--- config.mk ---
export PLATFORM = sky130hd
export DESIGN_NAME = demux1x4_seq
export DESIGN_NICKNAME = d
export VERILOG_FILES = /design/src/rtl/demux_pkg.sv /design/src/rtl/demux_chan_buf.sv /design/src/rtl/demux1x4_seq.sv
export SDC_FILE = /design/constraint.sdc
export NUM_CORES = 1
export LEC_CHECK = 0
export ABC_AREA = 1
export BUFFER_PORTS_ARGS = -buffer_cell sky130_fd_sc_hd__clkbuf_2
export CORE_MARGIN = 1.5
export CORE_UTILIZATION = 30
export DETAILED_ROUTE_END_ITERATION = 7
export PLACE_DENSITY_LB_ADDON = 0.12
export SLEW_MARGIN = 15
export SYNTH_ARGS = -nofsm -noshare
export SYNTH_HDL_FRONTEND = slang
export SYNTH_SLANG_ARGS = --single-unit
--- constraint.sdc ---
create_clock -name clk -period 3.2 [get_ports clk]
set_clock_uncertainty 0.2 [all_clocks]
set_input_delay 0.64 -clock clk [delete_from_list [all_inputs] [get_ports clk]]
set_output_delay 0.64 -clock clk [all_outputs]
set_load 0.03 [all_outputs]
--- src/rtl/demux_pkg.sv ---
// demux_pkg: shared sizes for the 1-to-4 sequential demux.
package demux_pkg;
    localparam int NUM_CH = 4;
    localparam int SEL_W  = 2;
    localparam int CNT_W  = 8;
    typedef logic [SEL_W-1:0] sel_t;
endpackage

--- src/rtl/demux_chan_buf.sv ---
// demux_chan_buf: one-entry output buffer with load and drain.
module demux_chan_buf #(
    parameter int WIDTH = 8
) (
    input  logic             clk,
    input  logic             rst_n,
    input  logic             load,
    input  logic             drain,
    input  logic [WIDTH-1:0] in_data,
    output logic             valid,
    output logic [WIDTH-1:0] data
);
    logic             valid_q, valid_d;
    logic [WIDTH-1:0] data_q, data_d;

    // A load wins over a drain so a same-cycle refill never leaves a bubble.
    always_comb begin
        valid_d = load | (valid_q & ~drain);
        data_d  = load ? in_data : data_q;
    end

    always_ff @(posedge clk or negedge rst_n) begin
        if (!rst_n) begin
            valid_q <= 1'b0;
            data_q  <= '0;
        end else begin
            valid_q <= valid_d;
            data_q  <= data_d;
        end
    end

    assign valid = valid_q;
    assign data  = data_q;
endmodule

--- src/rtl/demux1x4_seq.sv ---
// demux1x4_seq: routes input words to one of four buffered channels,
// by explicit select or round-robin.
module demux1x4_seq
    import demux_pkg::*;
#(
    parameter int WIDTH = 8
) (
    input  logic                    clk,
    input  logic                    rst_n,
    input  logic                    mode,
    input  logic                    in_valid,
    output logic                    in_ready,
    input  logic [SEL_W-1:0]        in_sel,
    input  logic [WIDTH-1:0]        in_data,
    output logic [NUM_CH-1:0]       out_valid,
    input  logic [NUM_CH-1:0]       out_ready,
    output logic [NUM_CH*WIDTH-1:0] out_data,
    output logic [SEL_W-1:0]        rr_ptr,
    output logic [CNT_W-1:0]        acc_cnt
);
    sel_t             t;
    logic             acc;
    sel_t             rr_ptr_q, rr_ptr_d;
    logic [CNT_W-1:0] acc_cnt_q, acc_cnt_d;

    always_comb begin
        t         = mode ? rr_ptr_q : in_sel;
        in_ready  = ~out_valid[t] | out_ready[t];
        acc       = in_valid & in_ready;
        rr_ptr_d  = (acc & mode) ? rr_ptr_q + SEL_W'(1) : rr_ptr_q;
        acc_cnt_d = acc ? acc_cnt_q + CNT_W'(1) : acc_cnt_q;
    end

    always_ff @(posedge clk or negedge rst_n) begin
        if (!rst_n) begin
            rr_ptr_q  <= '0;
            acc_cnt_q <= '0;
        end else begin
            rr_ptr_q  <= rr_ptr_d;
            acc_cnt_q <= acc_cnt_d;
        end
    end

    for (genvar k = 0; k < NUM_CH; k++) begin : g_ch
        demux_chan_buf #(.WIDTH(WIDTH)) u_buf (
            .clk     (clk),
            .rst_n   (rst_n),
            .load    (acc && t == SEL_W'(k)),
            .drain   (out_valid[k] & out_ready[k]),
            .in_data (in_data),
            .valid   (out_valid[k]),
            .data    (out_data[k*WIDTH +: WIDTH])
        );
    end

    assign rr_ptr  = rr_ptr_q;
    assign acc_cnt = acc_cnt_q;
endmodule

# Word level (Yosys, flattened, before mapping)
# Index checks and enable logic that the tools add are counted.
# word_totals
regBits	46
in_bits	18
out_inout_bits	47
elab_cells	46
# classes
add_sub_neg	2
magnitude_cmp	1
n_eq_ne	3
muxes	5
bitwise	20
reduce_logical	5
# op_table
operator	n
$and A1 B1 Y1	10
$add A8 B1 Y8 const B	1
$not A1 Y1	5
$or A1 B1 Y1	5
$bmux W1 S2	2
$eq A2 B2 Y1 const B	2
$logic_and A1 B1 Y1	4
$lt A2 B3 Y1 const B	1
$add A2 B1 Y2 const B	1
$eq A2 B1 Y1 const B	1
$logic_not A2 Y1	1
$mux W1	2
$mux W2	1

# Logic depth before layout (Yosys ltp)
# Gate-level depths: netlist of the first run.
# logic_depth
ltp_word	8
depth_mapped	13
depth_no_buf	12

# Modules after synthesis
# From an unflattened synthesis of the first run, not the netlist that was laid out.
# hier_totals
hier_cells	250
area_unflattened_um2	2097.0
# modules_own_cells
mod	instances	cells_each	area_each_um2	seq_area_each_um2
demux_chan_buf	4	38	341.6	225.2
demux1x4_seq	1	98	730.7	250.2

# Worst setup path after synthesis of the first run
# OpenSTA, ideal clock, no wires.
# synth_path
path_kind	input-to-output
start	input port in_sel[1]
end	output port in_ready
arrival_time_ps	1511
required_time_ps	2360
setup_slack_ps	849
cell_stages	7
path_buffers	1
path_cell_list	inv_1 o21ai_1 inv_2 nand2_1 nand2_1 nand2_2 buf_2
# synth_via
elab_chain_cells	5
elab_cells_between_ends	7
classes_between	mux (5); bitwise (2)
# synth_rtl
element	line	rtl
start, declared	demux1x4_seq.sv:13	input logic [SEL_W-1:0] in_sel,
$mux W2 (*)	demux1x4_seq.sv:27	t = mode ? rr_ptr_q : in_sel;
$bmux W1 S2	demux1x4_seq.sv:28	in_ready = ~out_valid[t] | out_ready[t];
$mux W1 (not written as such)	demux1x4_seq.sv:28	
$not A1 Y1	demux1x4_seq.sv:28	
$or A1 B1 Y1 (*)	demux1x4_seq.sv:28	
end, declared	demux1x4_seq.sv:12	output logic in_ready,
# Mark *: on every way between the ends. The rest lies on a longest branch, timed or not. The select of a mux whose other input is x is not followed.

# Final worst setup path of the first run
# layout_path
start	input port mode
end	output port in_ready
# layout_via
elab_chain_cells	5
elab_cells_between_ends	7
classes_between	mux (5); bitwise (2)
# layout_rtl
element	line	rtl
start, declared	demux1x4_seq.sv:10	input logic mode,
$mux W2 (*)	demux1x4_seq.sv:27	
$bmux W1 S2	demux1x4_seq.sv:28	
$mux W1 (not written as such)	demux1x4_seq.sv:28	
$not A1 Y1	demux1x4_seq.sv:28	
$or A1 B1 Y1 (*)	demux1x4_seq.sv:28	
# Marks and branches as above.

==> results.sh, run 1 <==
export IMPL_vdd_ir_drop_worst_mv=0.375
export IMPL_regToRegSetupSlack_ns=1.02
export IMPL_floorplan_core_area_mm2=0.00721
export IMPL_dpl_cell_area_mm2=0.00257
export IMPL_final_setup_viol_count=0
export IMPL_timing_critical_path_max_delay_family="buffers and inverters"
export IMPL_drc=0
export IMPL_period_needed_ns=2.52
export IMPL_synth_area_leader_cell="sky130_fd_sc_hd__dfrtp_1"
export IMPL_power_clock_fraction=0.140
export IMPL_cts_hold_buf=0
export IMPL_power_switching_w=0.00135
export IMPL_grt_setup_unrepaired="false"
export IMPL_clkSlewWorstSetupHoldPaths_ns=0.09
export IMPL_ys_ff_latch=46
export IMPL_antenna_found_initial=0
export IMPL_number_of_global_route_vias_before_repair=1719
export IMPL_cts_max_path_buffers=2
export IMPL_critical_path_n_buffers_inverters=4
export IMPL_critPathKind="input port to primary output"
export IMPL_timing_critical_path_required_ns=2.36
export IMPL_reg2reg_to="g_ch[2].u_buf.data[2]"
export IMPL_dp_worst_setup_slack_ns=0.555
export IMPL_dieWidth_um=89.0
export IMPL_maxCapViolCount=0
export IMPL_run_status="finished clean"
export IMPL_drt_antenna_violating_nets=0
export IMPL_seq_total_area_yosys=0.518
export IMPL_regToRegStartpoint="rr_ptr[0]"
export IMPL_timing_critical_path_from_type="input port"
export IMPL_share_seq_of_total_power=0.375
export IMPL_worstMarginPinSlew_ns=0.637
export IMPL_postLayoutCoreUtil=0.370
export IMPL_die_span_in_y_um=89.0
export IMPL_syn_cell_area_mm2=0.00222
export IMPL_via_count=1867
export IMPL_grt_start_max_net_pins=47
export IMPL_buffer_ports_inserted=64
export IMPL_clock_sink_count=46
export IMPL_hold_class="input port to async pin"
export IMPL_drt_first_iter_violations=74
export IMPL_finalWorstSetupSlack_ns=0.679
export IMPL_cts_repair_resized=0
export IMPL_final_period_utilization=0.788
export IMPL_stdcell_area_mm2=0.00267
export IMPL_grt_use_total=0.151
export IMPL_slowest_stage="sky130_fd_sc_hd__o21ai_1"
export IMPL_critPathMaxFanout=7
export IMPL_finalHoldViolCount=0
export IMPL_internal_power_w=0.00138
export IMPL_share_of_cells_above_drive_strength_1=0.281
export IMPL_initial_core_util=0.308
export IMPL_synth_lib_cells_used_distinct=24
export IMPL_end_kind="primary output"
export IMPL_avgViaCountPerCell=4.56
export IMPL_grt_first_pass_wirelength_um=8970
export IMPL_total_power_per_unit_cell_area_mw_per_mm2=1030
export IMPL_clock_insertion_delay_worst_skew_ns=0.30
export IMPL_dp_hpwl_um=4130
export IMPL_comb_power_share=0.485
export IMPL_fp_row_count=31
export IMPL_critical_path_max_stage_delay_ns=0.35
export IMPL_cts_root_buffer_cell="sky130_fd_sc_hd__clkbuf_8"
export IMPL_netlist_area_leader_share=0.518
export IMPL_worst_ep_arrival_time_ns=1.68
export IMPL_place_congestion=0.735
export IMPL_cts_tree="yes"
export IMPL_route_detailed_wl_per_inst_um=14.0
export IMPL_length_in_cells_of_the_worst_reg_to_reg_path=12
export IMPL_area_added_between_synthesis_and_finish_pct=20.1
export IMPL_post_synth_inst_count=248
export IMPL_maxSlewViolCount=0
export IMPL_globalRouteOverflowTotal=0
export IMPL_ranking_of_synthesized_cells_by_area="sky130_fd_sc_hd__dfrtp_1, sky130_fd_sc_hd__nand2_1, sky130_fd_sc_hd__nand4_1"
export IMPL_syn_num_nets=267
export IMPL_yosysWarningCount=0
export IMPL_antennaDiodeCount=0
export IMPL_power_leakage_nw=1.42
export IMPL_post_cts_setup_buffer_count=0
export IMPL_crit_chain="clkbuf_2 > o21ai_1 > inv_2 > nand2_1 > nand2_1 > inv_1 > nand2_2 > clkbuf_2"
export IMPL_avgSynthCellArea_um2=8.96
export IMPL_htree_levels=2
export IMPL_timing_setup_tns_ns=0
export IMPL_detailed_routing_iterations_pass_1=4
export IMPL_pin_count=65
export IMPL_final_nets=328
export IMPL_overall_die_area_mm2=0.00793
export IMPL_power_switching_fraction=0.495
export IMPL_cts_buffers_inserted=5
export IMPL_totalWireLength_um=5720
export IMPL_slew_limit_headroom=0.575
export IMPL_clock_fmax_mhz=397
==> metrics by stage <==
| step | cells | hold WS, ns | total power (W) |
|---|---|---|---|
| 2_1_floorplan | 248 | 0.144 | 0.00202 |
| 3_3_place_gp | 401 | 0.253 | 0.00238 |
| 3_5_place_dp | 401 | 0.259 | 0.00239 |
| 4_1_cts | 409 | 0.165 | 0.00277 |
| 5_1_grt | 409 | 0.172 | 0.00295 |
| 6_report | 409 | 0.142 | 0.00274 |
==> area by class of cell <==
class / instances / area (um2)
timing repair buffer: 68 / 350
tap: 99 / 124
fill: 817 / 4550
sequential: 46 / 1150
clock inverter: 1 / 8.76
clock buffer: 7 / 86.3
inverter: 12 / 45.0
multi-input combinational: 176 / 902
==> cells by family after synthesis <==
kind of cell	count (synthesis)	share of synthesized area
AOI/OAI and AO/OA	8	0.0180
DFF	46	0.518
xor gates and xnor gates	7	0.0276
and+or+nand+nor	160	0.355
adders and majority gates	1	0.00563
buffers and inverters	26	0.0755
==> synthesized netlist by cell type (all sizes together) <==
master	count
clkbuf	1
nand3b	1
inv	10
xor2	2
buf	13
clkinv	2
nand2	105
nor2	4
nand4	35
xnor2	5
dfrtp	46
ha	1
nand3	15
o21ai	8
==> sequential cells by signal, indices dropped and copies added (netlist names) <==
signal / count
acc_cnt: 8
g_ch.u_buf.data: 32
g_ch.u_buf.valid: 4
rr_ptr: 2
==> power groups by stage <==
stage | logic [W] | registers (W) | clock network [W]
2_1_floorplan | 0.000523 | 0.00150 | 0
3_3_place_gp | 0.00133 | 0.00104 | 0
3_5_place_dp | 0.00134 | 0.00104 | 0
4_1_cts | 0.00135 | 0.00103 | 0.000394
5_1_grt | 0.00146 | 0.00107 | 0.000419
6_report | 0.00133 | 0.00103 | 0.000382
==> layer usage <==
layer  vias up  part of all wire  global-route usage
li1        944                 -                   -
met1       879              0.49               0.219
met2        41              0.46               0.225
met3         3             0.048              0.0416
met4         0            0.0044              0.0336
met5         -                 0                   0
==> layout by cell type (no fill, tap or decap), drive strengths merged <==
master / netlist / routed
buf: 13 / 4
clkbuf: 1 / 71
clkinv: 2 / 2
dfrtp: 46 / 46
ha: 1 / 1
inv: 10 / 11
nand2: 105 / 105
nand3: 15 / 15
nand3b: 1 / 1
nand4: 35 / 35
nor2: 4 / 4
o21ai: 8 / 8
xnor2: 5 / 5
xor2: 2 / 2
==> worst max path at each step <==
| stage | slack, ns | depth (start not counted) | startpoint | endpoint |
|---|---|---|---|---|
| after floorplan | 0.85 | 7 | in_sel[1] | in_ready |
| after global placement | 0.60 | 10 | mode | g_ch[2].u_buf.data[7] |
| after detailed placement | 0.56 | 10 | mode | g_ch[2].u_buf.data[2] |
| after CTS | 0.67 | 8 | mode | in_ready |
| after global routing | 0.53 | 8 | mode | in_ready |
| final | 0.68 | 8 | mode | in_ready |
Note: power is estimated with default switching activity, not from simulation.
==> run 2: changes to the inputs <==
clock period = 2.4 ns   (was 3.2 ns; I/O delays follow)
==> results.sh, run 2 (same netlist as run 1, synthesis figures left out) <==
export IMPL_globalRouteOverflowTotal=0
export IMPL_floorplan_core_area_mm2=0.00721
export IMPL_timing_critical_path_required_ns=1.72
export IMPL_avgViaCountPerCell=4.53
export IMPL_fp_row_count=31
export IMPL_clkSlewWorstSetupHoldPaths_ns=0.08
export IMPL_worst_hold_path_endpoint="g_ch[1].u_buf.valid"
export IMPL_dpl_cell_area_mm2=0.00262
export IMPL_initial_core_util=0.308
export IMPL_area_added_between_synthesis_and_finish_pct=22.4
export IMPL_layout_cells_most_common="sky130_fd_sc_hd__nand2_1"
export IMPL_hold_class="input port to register"
export IMPL_reg2reg_to="g_ch[1].u_buf.data[2]"
export IMPL_hold_depth=2
export IMPL_drt_first_iter_violations=84
export IMPL_clock_fmax_mhz=446
export IMPL_grt_start_max_net_pins=35
export IMPL_grt_setup_unrepaired="false"
export IMPL_dieWidth_um=89.0
export IMPL_timing_setup_tns_ns=0
export IMPL_worst_ep_arrival_time_ns=1.56
export IMPL_drt_antenna_violating_nets=0
export IMPL_htree_levels=2
export IMPL_grt_first_pass_wirelength_um=8890
export IMPL_regToRegSetupSlack_ns=0.51
export IMPL_length_in_cells_of_the_worst_reg_to_reg_path=11
export IMPL_finalWorstSetupSlack_ns=0.156
export IMPL_buffer_ports_inserted=64
export IMPL_critPathKind="register to primary output"
export IMPL_total_power_per_unit_cell_area_mw_per_mm2=1340
export IMPL_dp_hpwl_um=4040
export IMPL_overall_die_area_mm2=0.00793
export IMPL_slew_limit_headroom=0.611
export IMPL_drc=0
export IMPL_cts_buffers_inserted=5
export IMPL_final_nets=334
export IMPL_die_span_in_y_um=89.0
export IMPL_worstMarginPinSlew_ns=0.584
export IMPL_place_congestion=0.739
export IMPL_period_needed_ns=2.24
export IMPL_clock_insertion_delay_worst_skew_ns=0.30
export IMPL_regToRegStartpoint="rr_ptr[0]"
export IMPL_share_of_cells_above_drive_strength_1=0.295
export IMPL_maxCapViolCount=0
export IMPL_totalWireLength_um=5640
export IMPL_dp_worst_setup_slack_ns=0.183
export IMPL_cts_max_path_buffers=2
export IMPL_cts_root_buffer_cell="sky130_fd_sc_hd__clkbuf_8"
export IMPL_clock_sink_count=46
export IMPL_antenna_found_initial=0
export IMPL_via_count=1874
export IMPL_number_of_global_route_vias_before_repair=1675
export IMPL_timing_critical_path_from_type="register"
export IMPL_maxSlewViolCount=0
export IMPL_run_status="finished clean"
export IMPL_max_reg_flops=32
export IMPL_final_setup_viol_count=0
export IMPL_finalHoldViolCount=0
export IMPL_vdd_ir_drop_worst_mv=0.427
export IMPL_final_period_utilization=0.935
export IMPL_detailed_routing_iterations_pass_1=4
export IMPL_power_leakage_nw=1.44
export IMPL_end_kind="primary output"
export IMPL_worstHoldStart="out_ready[1]"
export IMPL_critPathMaxFanout=9
export IMPL_final_cell_mix="sky130_fd_sc_hd__nand2_1, sky130_fd_sc_hd__clkbuf_2, sky130_fd_sc_hd__dfrtp_1"
export IMPL_route_detailed_wl_per_inst_um=13.6
export IMPL_pin_count=65
export IMPL_stdcell_area_mm2=0.00272
export IMPL_grt_use_total=0.148
export IMPL_cts_tree="yes"
export IMPL_antennaDiodeCount=0
export IMPL_post_cts_setup_buffer_count=0
run 2: changes by cell type in the layout (fill, tap and decap cells not counted), sizes merged:
cell / before / now
buf: 4 / 9
clkbuf: 71 / 70
clkinvlp: 0 / 1
dlygate4sd3: 0 / 1
inv: 11 / 10
run 2: cell type report:
class | count | area [um2]
fill | 785 | 4500
sequential | 46 | 1150
multi-input combinational | 176 | 906
timing repair buffer | 74 | 410
tap | 99 | 124
clock buffer | 6 | 72.6
inverter | 12 | 45.0
clock inverter | 1 | 7.51
run 2: metrics by stage:
stage / cells / util / hold WS [ns] / power (W)
after floorplan: 248 / - / -0.0156 / 0.00269
after global placement: 406 / 0.364 / 0.255 / 0.00320
after detailed placement: 406 / 0.364 / 0.258 / 0.00321
after CTS: 414 / 0.376 / 0.178 / 0.00368
after global routing: 414 / 0.377 / 0.197 / 0.00393
final: 414 / 0.377 / 0.185 / 0.00364
run 2: repair_timing:
action	in CTS	in global routing
resized for setup	0	2
hold endpoints to repair	19	0
endpoints found under the setup margin	0	1
hold buffers	1	0
run 2: report_power, final:
part / total [W] / internal (W) / switching (W)
registers: 0.00136 / 0.00112 / 0.000247
logic: 0.00182 / 0.000524 / 0.00129
clock network: 0.000457 / 0.000200 / 0.000257
total: 0.00364 / 0.00184 / 0.00180
run 2: worst max-delay path, cell delays in order, from the launching register on:
cell	delay, ns
sky130_fd_sc_hd__dfrtp_2	0.45
sky130_fd_sc_hd__nand2_2	0.12
sky130_fd_sc_hd__nand2_4	0.10
sky130_fd_sc_hd__nand2_1	0.06
sky130_fd_sc_hd__o21ai_1	0.06
sky130_fd_sc_hd__nand2_1	0.06
sky130_fd_sc_hd__nand2_1	0.06
sky130_fd_sc_hd__nand2_2	0.12
sky130_fd_sc_hd__clkbuf_2	0.23
run 2: metal layers:
metal,GRT usage,part of all wire
met5,0,0
met2,0.218,0.46
met1,0.219,0.50
met4,0.0503,0.0076
met3,0.0249,0.039
run 2: worst max-delay path by stage:
stage,from,to,slack [ns],depth (start not counted)
finish,rr_ptr[0],in_ready,0.16,8
global route,rr_ptr[0],in_ready,0.02,9
CTS,rr_ptr[0],in_ready,0.07,9
detailed placement,mode,in_ready,0.18,11
global placement,mode,in_ready,0.21,11
floorplan,rr_ptr[0],in_ready,0.31,9
==> run 3: changes to the inputs <==
CORE_UTILIZATION = 50   (was 30)
SYNTH_HIERARCHICAL = 1   (was unset)
==> results.sh, run 3 <==
export IMPL_timing_critical_path_max_delay_family="buffers and inverters"
export IMPL_synth_main_ff_cell="sky130_fd_sc_hd__dfrtp_1"
export IMPL_stdcell_count=371
export IMPL_cts_tree="yes"
export IMPL_vdd_ir_drop_worst_mv=0.898
export IMPL_timing_critical_path_from_type="input port"
export IMPL_floorplan_core_area_mm2=0.00403
export IMPL_run_status="finished clean"
export IMPL_cts_buffers_inserted=5
export IMPL_final_period_utilization=0.943
export IMPL_cts_max_path_buffers=2
export IMPL_synth_enable_flop_cells=0
export IMPL_antennaDiodeCount=0
export IMPL_hold_class="input port to async pin"
export IMPL_worstMarginPinSlew_ns=0.568
export IMPL_place_congestion=0.788
export IMPL_maxSlewViolCount=0
export IMPL_post_synth_top_count_cell="sky130_fd_sc_hd__nand2_1"
export IMPL_clock_sink_count=46
export IMPL_synth_lib_cells_used_distinct=20
export IMPL_critPathMaxFanout=10
export IMPL_finalWorstSetupSlack_ns=0.137
export IMPL_clkSlewWorstSetupHoldPaths_ns=0.08
export IMPL_critical_path_n_buffers_inverters=4
export IMPL_avgSynthCellArea_um2=8.39
export IMPL_timing_critical_path_mode_cell="sky130_fd_sc_hd__nand2_1"
export IMPL_grt_setup_unrepaired="false"
export IMPL_dp_worst_setup_slack_ns=0.0921
export IMPL_crit_chain="clkbuf_2 > o21ai_2 > inv_2 > nand2_1 > nand2_1 > inv_1 > nand2_4 > clkbuf_4"
export IMPL_post_cts_setup_buffer_count=0
export IMPL_route_detailed_wl_per_inst_um=12.4
export IMPL_clock_fmax_mhz=442
export IMPL_post_place_cells=363
export IMPL_avgViaCountPerCell=4.84
export IMPL_post_synth_inst_count=250
export IMPL_totalWireLength_um=4610
export IMPL_period_needed_ns=2.26
export IMPL_power_leakage_nw=1.49
export IMPL_worst_ep_arrival_time_ns=1.58
export IMPL_grt_start_max_net_pins=47
export IMPL_via_count=1796
export IMPL_detailed_routing_iterations_pass_1=4
export IMPL_slowest_stage="sky130_fd_sc_hd__o21ai_2"
export IMPL_maxCapViolCount=0
export IMPL_n_fill_cell=377
export IMPL_slew_limit_headroom=0.621
export IMPL_antenna_found_initial=0
export IMPL_drt_antenna_violating_nets=0
export IMPL_timing_critical_path_required_ns=1.72
export IMPL_seq_total_area_yosys=0.549
export IMPL_total_power_per_unit_cell_area_mw_per_mm2=1460
export IMPL_postLayoutCoreUtil=0.632
export IMPL_htree_levels=2
export IMPL_max_reg_flops=32
export IMPL_critical_path_max_stage_delay_ns=0.32
export IMPL_cts_root_buffer_cell="sky130_fd_sc_hd__clkbuf_8"
export IMPL_dieWidth_um=67.8
export IMPL_cts_hold_buf=0
export IMPL_pin_count=65
export IMPL_yosysWarningCount=6
export IMPL_number_of_global_route_vias_before_repair=1580
export IMPL_final_nets=339
export IMPL_ys_ff_latch=46
export IMPL_timing_setup_tns_ns=0
export IMPL_whs_ns=0.0651
export IMPL_drc=0
export IMPL_finalHoldViolCount=0
export IMPL_overall_die_area_mm2=0.00459
export IMPL_ranking_of_synthesized_cells_by_area="sky130_fd_sc_hd__dfrtp_1, sky130_fd_sc_hd__nand2_1, sky130_fd_sc_hd__nand3_1"
export IMPL_dp_hpwl_um=3370
export IMPL_critPathKind="input port to primary output"
export IMPL_drt_first_iter_violations=91
export IMPL_synth_top_cells_by_count="sky130_fd_sc_hd__nand2_1, sky130_fd_sc_hd__dfrtp_1, sky130_fd_sc_hd__nand3_1"
export IMPL_clock_insertion_delay_worst_skew_ns=0.29
export IMPL_grt_first_pass_wirelength_um=7190
export IMPL_globalRouteOverflowTotal=0
export IMPL_die_span_in_y_um=67.8
export IMPL_power_clock_fraction=0.131
export IMPL_asyncSetResetFlopFracSynth=1.00
export IMPL_grt_use_total=0.217
export IMPL_final_cell_mix="sky130_fd_sc_hd__nand2_1, sky130_fd_sc_hd__clkbuf_2, sky130_fd_sc_hd__dfrtp_1"
export IMPL_comb_power_share=0.492
export IMPL_share_of_cells_above_drive_strength_1=0.299
export IMPL_netlist_area_leader_share=0.549
export IMPL_regToRegSetupSlack_ns=0.41
export IMPL_fp_row_count=23
export IMPL_buffer_ports_inserted=64
export IMPL_final_setup_viol_count=0
export IMPL_initial_core_util=0.520
export IMPL_internal_power_w=0.00188
export IMPL_end_kind="primary output"
export IMPL_area_added_between_synthesis_and_finish_pct=21.5
export IMPL_syn_num_nets=269
export IMPL_syn_cell_area_mm2=0.00210
export IMPL_power_switching_w=0.00183
export IMPL_share_seq_of_total_power=0.377
export IMPL_layout_cells_most_common="sky130_fd_sc_hd__nand2_1"
export IMPL_synth_area_leader_cell="sky130_fd_sc_hd__dfrtp_1"
export IMPL_power_switching_fraction=0.492
==> run 3: final timing paths <==
path	start	end	cells after the start
setup / recovery	mode	in_ready	8
hold / removal	rst_n	g_ch[0].u_buf/valid	2
setup reg to reg	rr_ptr[0]	g_ch[2].u_buf/data[6]	13
hold reg to reg	g_ch[0].u_buf/data[4]	g_ch[0].u_buf/data[4]	2
max in group asynchronous	rst_n	rr_ptr[0]	2
min in group clk	in_data[6]	g_ch[0].u_buf/data[6]	3
==> run 3: what timing repair did <==
item / 4_1_cts / 5_1_grt
gates resized for setup: 0 / 3
setup endpoints to repair: 0 / 1
hold endpoints to repair: 0 / 0
==> run 3: kinds of logic (layout without fill, tap and decap cells) <==
group,after synthesis,count (layout),share of synthesized area
and+or+nand+nor,168,168,0.338
adders and majority gates,1,1,0.00597
AOI/OAI and AO/OA,4,4,0.0131
xor gates and xnor gates,7,7,0.0292
DFF,46,46,0.549
buffers and inverters,24,95,0.0644
==> run 3: power by group through the flow <==
| stage | Combinational, W | Clock, W | Sequential [W] |
|---|---|---|---|
| 6_report | 0.00182 | 0.000485 | 0.00140 |
| 3_5_place_dp | 0.00184 | 0 | 0.00141 |
| 3_3_place_gp | 0.00180 | 0 | 0.00141 |
| 4_1_cts | 0.00184 | 0.000505 | 0.00140 |
| 5_1_grt | 0.00201 | 0.000525 | 0.00145 |
| 2_1_floorplan | 0.000625 | 0 | 0.00207 |
==> run 3: area by class of cell <==
cell class	count	area, um2	share of cell area
well taps	50	62.6	0.0246
clock inverters	1	5.00	0.00196
repair buffers	69	360	0.141
inverters	18	70.1	0.0275
flip-flops and latches	46	1150	0.452
multi-input cells	180	811	0.318
clock buffers	7	86.3	0.0339
==> run 3: per-stage QoR <==
stage | power [W] | instance area (um2)
global route | 0.00399 | 2550
CTS | 0.00375 | 2540
global placement | 0.00320 | 2450
finish | 0.00371 | 2550
floorplan | 0.00270 | 2100
detailed placement | 0.00325 | 2450
==> run 3: layer usage <==
metal / wire length, um / global-route usage / part of all wire
met2: 2280 / 0.359 / 0.49
met1: 2050 / 0.268 / 0.44
met3: 202 / 0.0483 / 0.044
met5: 0 / 0 / 0
met4: 82 / 0.102 / 0.018
